`src/rtl/lab4_ctrl_fsm.sv`:
```
// lab4_ctrl_fsm: multicycle control sequencer walking one decoded instruction at a time
// through DECODE/EXEC/MEM/WB and driving Moore datapath strobes.
module lab4_ctrl_fsm #(
  parameter int MUL_CYCLES  = 4,
  parameter int MEM_TIMEOUT = 15,
  parameter int CNT_W       = 16
) (
  input  logic             clk,
  input  logic             reset,
  input  logic             instr_valid,
  output logic             instr_ready,
  input  logic [31:0]      instruction,
  input  logic [1:0]       ins_type,
  input  logic [2:0]       data_ins_type,
  input  logic             cond_pass,
  input  logic             mem_ready,
  output logic             ir_write,
  output logic             alu_start,
  output logic             mem_read,
  output logic             mem_write,
  output logic             reg_write,
  output logic             link_write,
  output logic             pc_write,
  output logic             pc_branch,
  output logic             retire,
  output logic             undef_trap,
  output logic             bus_err,
  output logic [2:0]       state,
  output logic [CNT_W-1:0] retired_count
);
  typedef enum logic [2:0] {
    IDLE   = 3'd0,
    DECODE = 3'd1,
    EXEC   = 3'd2,
    MEM    = 3'd3,
    WB     = 3'd4,
    TRAP   = 3'd5
  } state_e;
  localparam int CMAX = (MUL_CYCLES > MEM_TIMEOUT) ? MUL_CYCLES : MEM_TIMEOUT;
  localparam int CW   = $clog2(CMAX + 1);
  state_e           state_q, state_d;
  logic [CW-1:0]    cnt_q, cnt_d;
  logic [1:0]       type_q;
  logic             mul_q, load_q, link_q, cond_q;
  logic [CNT_W-1:0] retired_count_q;
  logic             accept, exec_done, mem_expired, wr_ok;
  logic             unused_bits;
  assign unused_bits = ^{instruction[31:25], instruction[23:21], instruction[19:0], data_ins_type[1:0]};
  assign instr_ready = (state_q == IDLE) && !reset;
  assign accept      = instr_valid && instr_ready;
  assign exec_done   = cnt_q == (mul_q ? CW'(MUL_CYCLES - 1) : '0);
  assign mem_expired = cnt_q == CW'(MEM_TIMEOUT - 1);
  always_comb begin
    state_d = state_q;
    case (state_q)
      IDLE:    state_d = accept ? DECODE : IDLE;
      DECODE:  state_d = (type_q == 2'b11) ? TRAP : (cond_q ? EXEC : WB);
      EXEC:    state_d = !exec_done ? EXEC : ((type_q == 2'b01) ? MEM : WB);
      MEM:     state_d = mem_ready ? WB : (mem_expired ? TRAP : MEM);
      default: state_d = IDLE;
    endcase
    // one counter serves both EXEC length and MEM wait; it restarts on every state entry
    cnt_d = (state_d == state_q && (state_q == EXEC || state_q == MEM)) ? cnt_q + CW'(1) : '0;
  end
  always_ff @(posedge clk) begin
    if (reset) begin
      state_q         <= IDLE;
      cnt_q           <= '0;
      type_q          <= '0;
      mul_q           <= 1'b0;
      load_q          <= 1'b0;
      link_q          <= 1'b0;
      cond_q          <= 1'b0;
      retired_count_q <= '0;
    end else begin
      state_q <= state_d;
      cnt_q   <= cnt_d;
      if (accept) begin
        type_q <= ins_type;
        mul_q  <= data_ins_type[2] && (ins_type == 2'b00);
        load_q <= instruction[20];
        link_q <= instruction[24];
        cond_q <= cond_pass;
      end
      if (retire) retired_count_q <= retired_count_q + CNT_W'(1);
    end
  end
  // a squashed instruction reaches WB with cond_q low and only advances the PC
  assign wr_ok         = (state_q == WB) && cond_q;
  assign ir_write      = accept;
  assign alu_start     = (state_q == EXEC) && (cnt_q == '0);
  assign mem_read      = (state_q == MEM) && load_q;
  assign mem_write     = (state_q == MEM) && !load_q;
  assign reg_write     = wr_ok && ((type_q == 2'b00) || ((type_q == 2'b01) && load_q));
  assign link_write    = wr_ok && (type_q == 2'b10) && link_q;
  assign pc_write      = state_q == WB;
  assign pc_branch     = wr_ok && (type_q == 2'b10);
  assign retire        = state_q == WB;
  assign undef_trap    = (state_q == TRAP) && (type_q == 2'b11);
  assign bus_err       = (state_q == TRAP) && (type_q != 2'b11);
  assign state         = state_q;
  assign retired_count = retired_count_q;
endmodule

```
`config.mk`:
```
export PLATFORM = sky130hd
export DESIGN_NAME = lab4_ctrl_fsm
export DESIGN_NICKNAME = d
export VERILOG_FILES = /design/src/rtl/lab4_ctrl_fsm.sv
export SDC_FILE = /design/constraint.sdc
export NUM_CORES = 1
export LEC_CHECK = 0
export CORE_MARGIN = 2
export CORE_UTILIZATION = 40
export DETAILED_ROUTE_END_ITERATION = 10
export PLACE_DENSITY_LB_ADDON = 0.3
export SLEW_MARGIN = 25
export SYNTH_ARGS = -nofsm -noshare
export SYNTH_HDL_FRONTEND = slang
export SYNTH_SLANG_ARGS = --single-unit
```
`constraint.sdc`:
```
create_clock -name clk -period 1.94 [get_ports clk]
set_clock_uncertainty 0.05 [all_clocks]
set_input_delay 0.582 -clock clk [delete_from_list [all_inputs] [get_ports clk]]
set_output_delay 0.582 -clock clk [all_outputs]
set_load 0.1 [all_outputs]
```
# After elaboration in Yosys (flattened, before gate mapping)
# Cells that the tools add are included.
[classes]
addsub = 2
eq_ne = 12
mux = 9
bitwise_logic = 1
reduce_logical = 23
[ops]
columns = ["cell", "count"]
rows = [
  ["3-bit 2-to-1 mux", 6],
  ["16-bit by 1-bit adder with 16-bit output (second input constant)", 1],
  ["1-bit logical AND", 14],
  ["3-bit one-hot mux with 4 select lines", 1],
  ["3-bit by 2-bit equality test with 1-bit output (second input constant)", 2],
  ["3-bit equality test (second input constant)", 2],
  ["4-bit by 1-bit adder with 4-bit output (second input constant)", 1],
  ["2-bit equality test (second input constant)", 2],
  ["4-bit by 2-bit equality test with 1-bit output", 1],
  ["4-bit equality test (second input constant)", 1],
  ["2-bit logical NOT", 2],
  ["4-bit logical NOT", 1],
  ["3-bit by 1-bit equality test with 1-bit output (second input constant)", 1],
  ["3-bit equality test", 1],
  ["3-bit logical NOT", 1],
  ["2-bit by 1-bit equality test with 1-bit output (second input constant)", 1],
  ["1-bit logical NOT", 2],
  ["1-bit logical OR", 2],
  ["2-bit 2-to-1 mux", 1],
  ["2-bit != test (second input constant)", 1],
  ["2-bit OR reduction", 1],
  ["1-bit 2-to-1 mux", 1],
  ["1-bit inverter", 1],
]
[totals]
reg_bits = 29
in_bits = 42
word_cells = 55

# Logic depth before layout (Yosys ltp)
# Gate-level depths: netlist (run 1).
[logic_depth]
word_depth = 9
depth_mapped = 6

# Worst setup path after synthesis (run 1)
# No wires, ideal clock.
[synth_path]
kind = "reg-to-output"
start = "register state_q[2] (netlist: state[2])"
end = "output link_write"
t_arrival_ns = 6.033
setup_slack_ns = -4.725
path_stages_with_launch = 5
path_buffers = 0
path_cell_list = "dfxtp_1 > nor3b_2 > nand2_1 > nor3b_1 > and2_1"
[synth_via]
elab_chain_len = 4
[synth_rtl]
columns = ["element", "line_no", "text"]
rows = [
  ["from (decl)", "41", "state_e state_q, state_d;"],
  ["from (signal assigned)", "76", "state_q <= state_d;"],
  ["3-bit equality test", "-", ""],
  ["via pc_write", "23", "output logic pc_write,"],
  ["1-bit logical AND", "89", "assign wr_ok = (state_q == WB) && cond_q;"],
  ["1-bit logical AND", "95", "assign link_write = wr_ok && (type_q == 2'b10) && link_q;"],
  ["via pc_branch", "24", "output logic pc_branch,"],
  ["1-bit logical AND", "95", ""],
  ["to (decl)", "22", "output logic link_write,"],
]
# The timed path passes the listed nets, and every way through them passes these cells.

# Worst setup path after layout (run 1)
[layout_path]
start = "register state_q[1] (netlist: state[1])"
end = "output link_write"
[layout_via]
elab_chain_len = 4
[layout_rtl]
columns = ["element", "line_no"]
rows = [
  ["3-bit equality test", "89"],
  ["1-bit logical AND", "89"],
  ["1-bit logical AND (2 in series)", "95"],
]
# No other way between the ends.

==> results of run 1 <==
placed cells by master (no fill, tap or decap), drive strengths merged, types with 2 or more instances in the layout:
cell type      count
o21ai              6
o31ai              2
a21oi             14
or4                3
clkdlybuf4s50      8
or3                4
inv                3
xnor2              4
ha                 4
buf               52
and4               2
nor3b              3
nand4              4
and3               5
nand3              7
nor2              15
nor3               9
clkbuf             7
nand2b             4
xor2               7
nand2             20
clkinv             3
nor2b              4
dfxtp             29
stage by stage:
stage	worst slack, ns	hold slack [ns]	utilization, %
after floorplan	-1.89	0.387	-
after global placement	-0.453	0.399	72.3
after detailed placement	-0.463	0.419	72.3
after CTS	-0.286	0.435	75.2
after global routing	-0.398	0.454	76.5
final	-0.281	0.433	76.5
cell families (layout without fill, tap and decap cells):
| group | Yosys count | in the layout | share of synthesized area [%] |
|---|---|---|---|
| compound gates | 31 | 31 | 13.0 |
| mux | 1 | 1 | 0.691 |
| simple gates | 87 | 87 | 33.4 |
| xor+xnor | 11 | 11 | 6.65 |
| flops | 29 | 29 | 40.1 |
| buf+inv | 9 | 73 | 2.68 |
| fa+ha+maj | 4 | 4 | 3.45 |
power groups by stage:
stage,Combinational [mW],Sequential [mW],Clock [mW]
2_1_floorplan,0.0940,0.640,0
3_3_place_gp,0.180,0.622,0
3_5_place_dp,0.183,0.623,0
4_1_cts,0.186,0.609,0.370
5_1_grt,0.202,0.611,0.402
6_report,0.191,0.610,0.362
registers in the layout, summed over array words and instances, names as in the netlist:
name / flops
type_q: 2
mul_q: 1
state: 3
retired_count: 16
cnt_q: 4
load_q: 1
link_q: 1
cond_q: 1
layer usage:
layer | up-vias | routed length, um
met2 | 50 | 2040
met3 | 15 | 224
met4 | 0 | 145
met1 | 728 | 1720
li1 | 740 | -
met5 | - | 0
repair_timing:
action / CTS / global route
endpoints found under the setup margin: 12 / 12
pin swaps: 6 / 3
buffers inserted: 3 / 5
resized for setup: 11 / 6
worst paths after layout:
kind / startpoint / endpoint / slack, ns
worst max-delay path: state[1] / link_write / -0.28
worst min-delay path: link_q / link_q / 0.43
worst max register to register: state[1] / retired_count[15] / 0.04
worst min register to register: link_q / link_q / 0.43
worst max-delay path: stages, from the launching register on:
cell and delay, ns:
dfxtp_4 0.37, nor3b_4 0.22, nand2_2 0.10, nor3b_4 0.21, and2_4 0.18, buf_12 0.16
final cells by class:
| type | instances | share of cell area [%] |
|---|---|---|
| multi-input cells | 134 | 37.8 |
| repair buffers | 61 | 33.5 |
| flip-flops and latches | 29 | 23.5 |
| well taps | 46 | 2.20 |
| clock buffers | 6 | 1.58 |
| inverters | 4 | 1.05 |
| clock inverters | 2 | 0.383 |
==> key figures, run 1 <==
Run status
  • Status: finished with violations
  • Failing checks: negative setup slack

Power
  • Leakage: a little under 1 nW
  • Worst vdd ir: approximately 0.47 mV
  • Net switching power: 0.346 mW
  • Int Power: between 0.8 and 0.9 mW
  • Switch share: between 20% and 30%
  • Clock share of power: 31.2%
  • Register share of total power: between 50% and 60%
  • Cell Pwr Density: 445 mW/mm^2
  • Combinational Power Share: between 10% and 20%
  • Pwr Total: ~1.2 mW

GRT
  • Overall Global Routing Usage: a little under a quarter
  • GRT busiest layer: met2
  • Number of global-route vias before repair: 1584
  • Grt met1 use: between 20% and 30%
  • Antenna violations before repair: 0
  • Global-route wire length before repair: between 7000 and 8000 um
  • Met3 Usage GRT: between 6 and 7%
  • Largest net degree at the start of global routing: 25
  • Met2 usage: 37.0%
  • GR Overflow Total: 0

Floorplan
  • Die area: 0.00412 mm^2
  • Core area: around 0.0034 mm^2
  • Chip width: about 64 um
  • Starting Density: approximately 42%
  • Die span in y: 64.2 um
  • IO Pins: 73
  • Row cnt: 21

Drt
  • Routed len/inst: 14.6 um
  • Vias/cell: ~5.4
  • Number of remaining DRC errors: 0
  • Drt initial violations: slightly below 70
  • DRT Pass-1 Iters: 4
  • Antenna Nets Post-Route: 0
  • Total Wirelength: 4120 um
  • Vias: ~1500

Clock network
  • CTS tree: built
  • Hold Buf Count CTS: 0
  • Cts bufs inserted: 5
  • CTS root buf: clkbuf_4
  • CTS Sinks: 29
  • Latest clock arrival within the worst-skew pair: between 0.3 and 0.4 ns
  • Reg clk slew, reported paths: ~0.10 ns
  • Max Root-Sink Buffers: 2
  • H-tree depth: 2

Layout
  • Layout cell share with drive strength beyond 1: 45.8%
  • Multi-input combinational cell area: around 990 um^2
  • Filler cells: between 200 and 250
  • Post-Layout Cell Count: about 280
  • Area growth syn-to-layout: 80.3%
  • Design area: approximately 0.0026 mm^2
  • Sequential Area: just over 600 um^2
  • Diodes inserted: 0
  • Final net count: 281

Setup path
  • Startpoint types: flip-flop
  • R2R cell count: 7
  • Critical Path Fanout Max: 3
  • Crit path DAT: around 1.6 ns
  • Crit. End Element: output pin
  • CP Class: flip-flop to output pin
  • CP required: around 1.3 ns

STA
  • Final worst-path cycle share: 114%
  • RSZ-0062 raised after global routing: yes
  • Fmax: around 450 MHz
  • Worst slew pin tran: around 0.5 ns
  • Relative slew margins: about two thirds
  • Final setup TNS: -1.98 ns
  • Final hold vios: 0
  • Final min period: 2.22 ns
  • # setup viols final: 12
  • Setup ws final: -0.281 ns
  • Slew Limit Fails: 0

Yosys
  • Area leader, netlist: dfxtp_1
  • Synth Warn #: 0
  • Syn Nets: about 220
  • Area share of the largest cell type after synthesis: 40.1%
  • Post-synth ARST share: 0%
  • Mapped cell area: 0.00145 mm^2
  • Number of synthesized flops with an enable pin: 0
  • Syn Inst Count: between 150 and 200
  • Commonest cells in the netlist: dfxtp_1, nand2_1, nor2_1, a21oi_1, nor3_1
  • Most common cell in the netlist: dfxtp_1
  • Syn avg cell area: between 8 and 9 um^2
  • Top post-synthesis cells by area: dfxtp_1, nand2_1, a21oi_1, xor2_1, nor2_1
  • Sequential fraction of the synthesis area: between 40% and 50%
  • Yosys cell types: 44
  • Yosys reg bits: 29
  • Top_reg_cell synth: dfxtp_1

Worst hold path
  • Min-delay worst type: flip-flop to flip-flop
  • WHS Path Cells: 2

Placement
  • RePlAce Congestion: about 0.9
  • PortBufs: 40
  • Dpl cell area: 0.00247 mm^2
  • Inst Count DP: roughly 270
  • Post-DP HPWL: between 3000 and 4000 um

Flow run
  • Max-Cap Viols: 0
Power figures use the tool's default switching activity.
==> run 2: changes to the inputs <==
CORE_UTILIZATION = 35   (was 40)
==> run 2 against run 1 <==
Against the previous run:
- the run still ends with negative setup slack left
- non-clock buffer count grew 2
- sequential power hardly changed
- combinational power is essentially flat
- register-to-register slack better by 0.07 ns
- first-iteration DRC count down 21%
- critical endpoint unchanged
==> key figures, run 2 (synthesized netlist as in run 1, its figures left out) <==
STA
  • Final setup TNS: -1.32 ns (+0.658 ns)
  • Worst slew pin tran: 0.443 ns (-0.0571 ns)
  • Relative slew margins: 70.1% (+3.8 points)
  • # setup viols final: 9 (-3)
  • Slew Limit Fails: 0 (unchanged)
  • Final hold vios: 0 (unchanged)
  • Setup ws final: -0.289 ns (-0.00857 ns)
  • Final min period: 2.23 ns (+0.00857 ns)
  • Final worst-path cycle share: 115% (+0.44 points)
  • RSZ-0062 raised after global routing: yes
  • Fmax: 449 MHz (-0.38%)

Power
  • Int Power: 0.931 mW (+14%)
  • Switch share: 27.6% (-2.2 points)
  • Worst vdd ir: 0.352 mV (-26%)
  • Leakage: 1.01 nW (+3.3%)
  • Cell Pwr Density: 479 mW/mm^2 (+7.6%)
  • Pwr Total: 1.29 mW (+11%)
  • Register share of total power: 47.4% (-5.0 points)
  • Net switching power: 0.355 mW (+2.5%)
  • Combinational Power Share: 15.1% (-1.3 points)
  • Clock share of power: 37.5% (+6.3 points)

GRT
  • Global-route wire length before repair: 6640 um (-7.9%)
  • Number of global-route vias before repair: 1446 (-8.7%)
  • GR Overflow Total: 0 (unchanged)
  • Antenna violations before repair: 0 (unchanged)
  • Overall Global Routing Usage: 19.2% (-3.5 points)
  • Largest net degree at the start of global routing: 25 (unchanged)

Placement
  • Worst slack, placed: -0.439 ns (+0.0237 ns)
  • Post-DP HPWL: 2920 um (-4.2%)
  • PortBufs: 40 (unchanged)
  • RePlAce Congestion: 0.783 (-13%)
  • Inst Count DP: 273 (+1.9%)

Floorplan
  • Row cnt: 23 (+9.5%)
  • IO Pins: 73 (unchanged)
  • Chip width: 68.3 um (+6.5%)
  • Core area: 0.00400 mm^2 (+17%)
  • Die span in y: 68.3 um (+6.5%)
  • Die area: 0.00467 mm^2 (+13%)
  • Starting Density: 36.2% (-6.2 points)

Clock network
  • H-tree depth: 2 (unchanged)
  • CTS tree: built
  • CTS Sinks: 29 (unchanged)
  • Cts bufs inserted: 5 (unchanged)
  • CTS root buf: clkbuf_8
  • Max Root-Sink Buffers: 2 (unchanged)
  • Reg clk slew, reported paths: 0.06 ns (-0.04 ns)
  • Hold Buf Count CTS: 0 (unchanged)
  • Latest clock arrival within the worst-skew pair: 0.29 ns (-0.05 ns)

Setup path
  • R2r startpoint: state[1]
  • Critical-path cell list: nor3b_4, nand2_2, nor3b_4, and2_4, buf_12
  • R2r setup slk: 0.11 ns (+0.07 ns)
  • Crit path DAT: 1.60 ns (about the same)
  • Crit. End Element: output pin
  • Crit path to: link_write
  • Critical Path Fanout Max: 2 (-1)
  • CP required: 1.31 ns (about the same)
  • Crit path buffers/inverters: 1 (unchanged)
  • CP delay by family, top: simple AND/OR/NAND/NOR gates
  • CP dominant cell by count: nor3b_4
  • Startpoint types: flip-flop
  • CP max-delay cell: dfxtp_4
  • R2R cell count: 7 (unchanged)
  • CP Class: flip-flop to output pin
  • Crit path largest cell delay: 0.36 ns (about the same)
  • Reg2reg end: retired_count[15]
  • CP Launch Point: state[0]
  • Critical path depth: 5 (unchanged)

Drt
  • Vias: 1462 (-4.6%)
  • Drt initial violations: 54 (-21%)
  • Vias/cell: 5.08 (-6.6%)
  • DRT Pass-1 Iters: 4 (unchanged)
  • Antenna Nets Post-Route: 0 (unchanged)
  • Number of remaining DRC errors: 0 (unchanged)
  • Total Wirelength: 3880 um (-6.0%)
  • Routed len/inst: 13.5 um (-7.9%)

Run status
  • Failing checks: negative setup slack
  • Status: finished with violations

Layout
  • Filler cells: 313 (+37%)
  • Post-Layout Cell Count: 288 (+2.1%)
  • Max reg flops: 16 (unchanged)
  • Layout cell share with drive strength beyond 1: 45.0% (-0.80 points)
  • Leading cell types in the layout, fill and taps excluded: buf_12, buf_4, nor2_1, a21oi_1, dfxtp_1
  • Most common cell after layout, fill and taps aside: buf_12
  • Multi-input combinational cell area: 976 um^2 (-1.3%)
  • Area growth syn-to-layout: 85.2%
  • Sequential Area: 613 um^2 (unchanged)
  • Final net count: 283 (+0.71%)
  • Diodes inserted: 0 (unchanged)

Worst hold path
  • Min-delay worst type: flip-flop to flip-flop

Flow run
  • Max-Cap Viols: 0 (unchanged)
-- run 2: area by class of cell --
class | count | area share [%]
timing repair buffer | 63 | 34.4
clock inverter | 2 | 0.373
sequential | 29 | 22.8
multi-input combinational | 134 | 36.4
tap | 50 | 2.33
inverter | 4 | 1.03
clock buffer | 6 | 2.70
-- run 2: per-stage QoR --
step                      utilization, %  hold WS [ns]  cell area (um^2)
final                               67.1         0.415              2680
after global routing                67.1         0.460              2680
after CTS                           64.7         0.417              2590
after detailed placement            62.1         0.409              2480
after global placement              62.1         0.396              2480
after floorplan                        -         0.387              1640
-- run 2: tightest hold or removal path, cell delays in order, from the launching register on --
cell and delay [ns]:
dfxtp_1 0.31, nand2_1 0.05, a21oi_1 0.05
-- run 2: worst min path at each step --
stage | cells past startpoint | startpoint | to
final | 2 | link_q | link_q
after global routing | 2 | link_q | link_q
after CTS | 2 | link_q | link_q
after detailed placement | 2 | link_q | link_q
after global placement | 2 | link_q | link_q
after floorplan | 2 | link_q | link_q
-- run 2: what timing repair did --
item / 4_1_cts / 5_1_grt
endpoints found under the setup margin: 10 / 12
gates resized for setup: 8 / 11
setup buffers: 0 / 7
pin swaps: 8 / 5
-- run 2: power by group through the flow --
| stage | clock network [mW] | logic, mW | registers, mW |
|---|---|---|---|
| 2_1_floorplan | 0 | 0.0940 | 0.640 |
| 3_3_place_gp | 0 | 0.183 | 0.622 |
| 3_5_place_dp | 0 | 0.185 | 0.622 |
| 4_1_cts | 0.489 | 0.188 | 0.610 |
| 5_1_grt | 0.518 | 0.205 | 0.611 |
| 6_report | 0.482 | 0.194 | 0.610 |
-- run 2: per-layer routing --
layer	up-vias	global-route usage, %	part of all wire (%)
met1	685	25.5	46
met4	0	6.00	1.3
li1	744	-	-
met3	5	5.59	3.5
met5	-	0	0
met2	28	29.9	49
==> run 3: changes to the inputs <==
CAP_MARGIN = 30   (was default)
==> results of run 3 <==
Same layout as run 2: the final DEF is identical, and so are final timing and power.
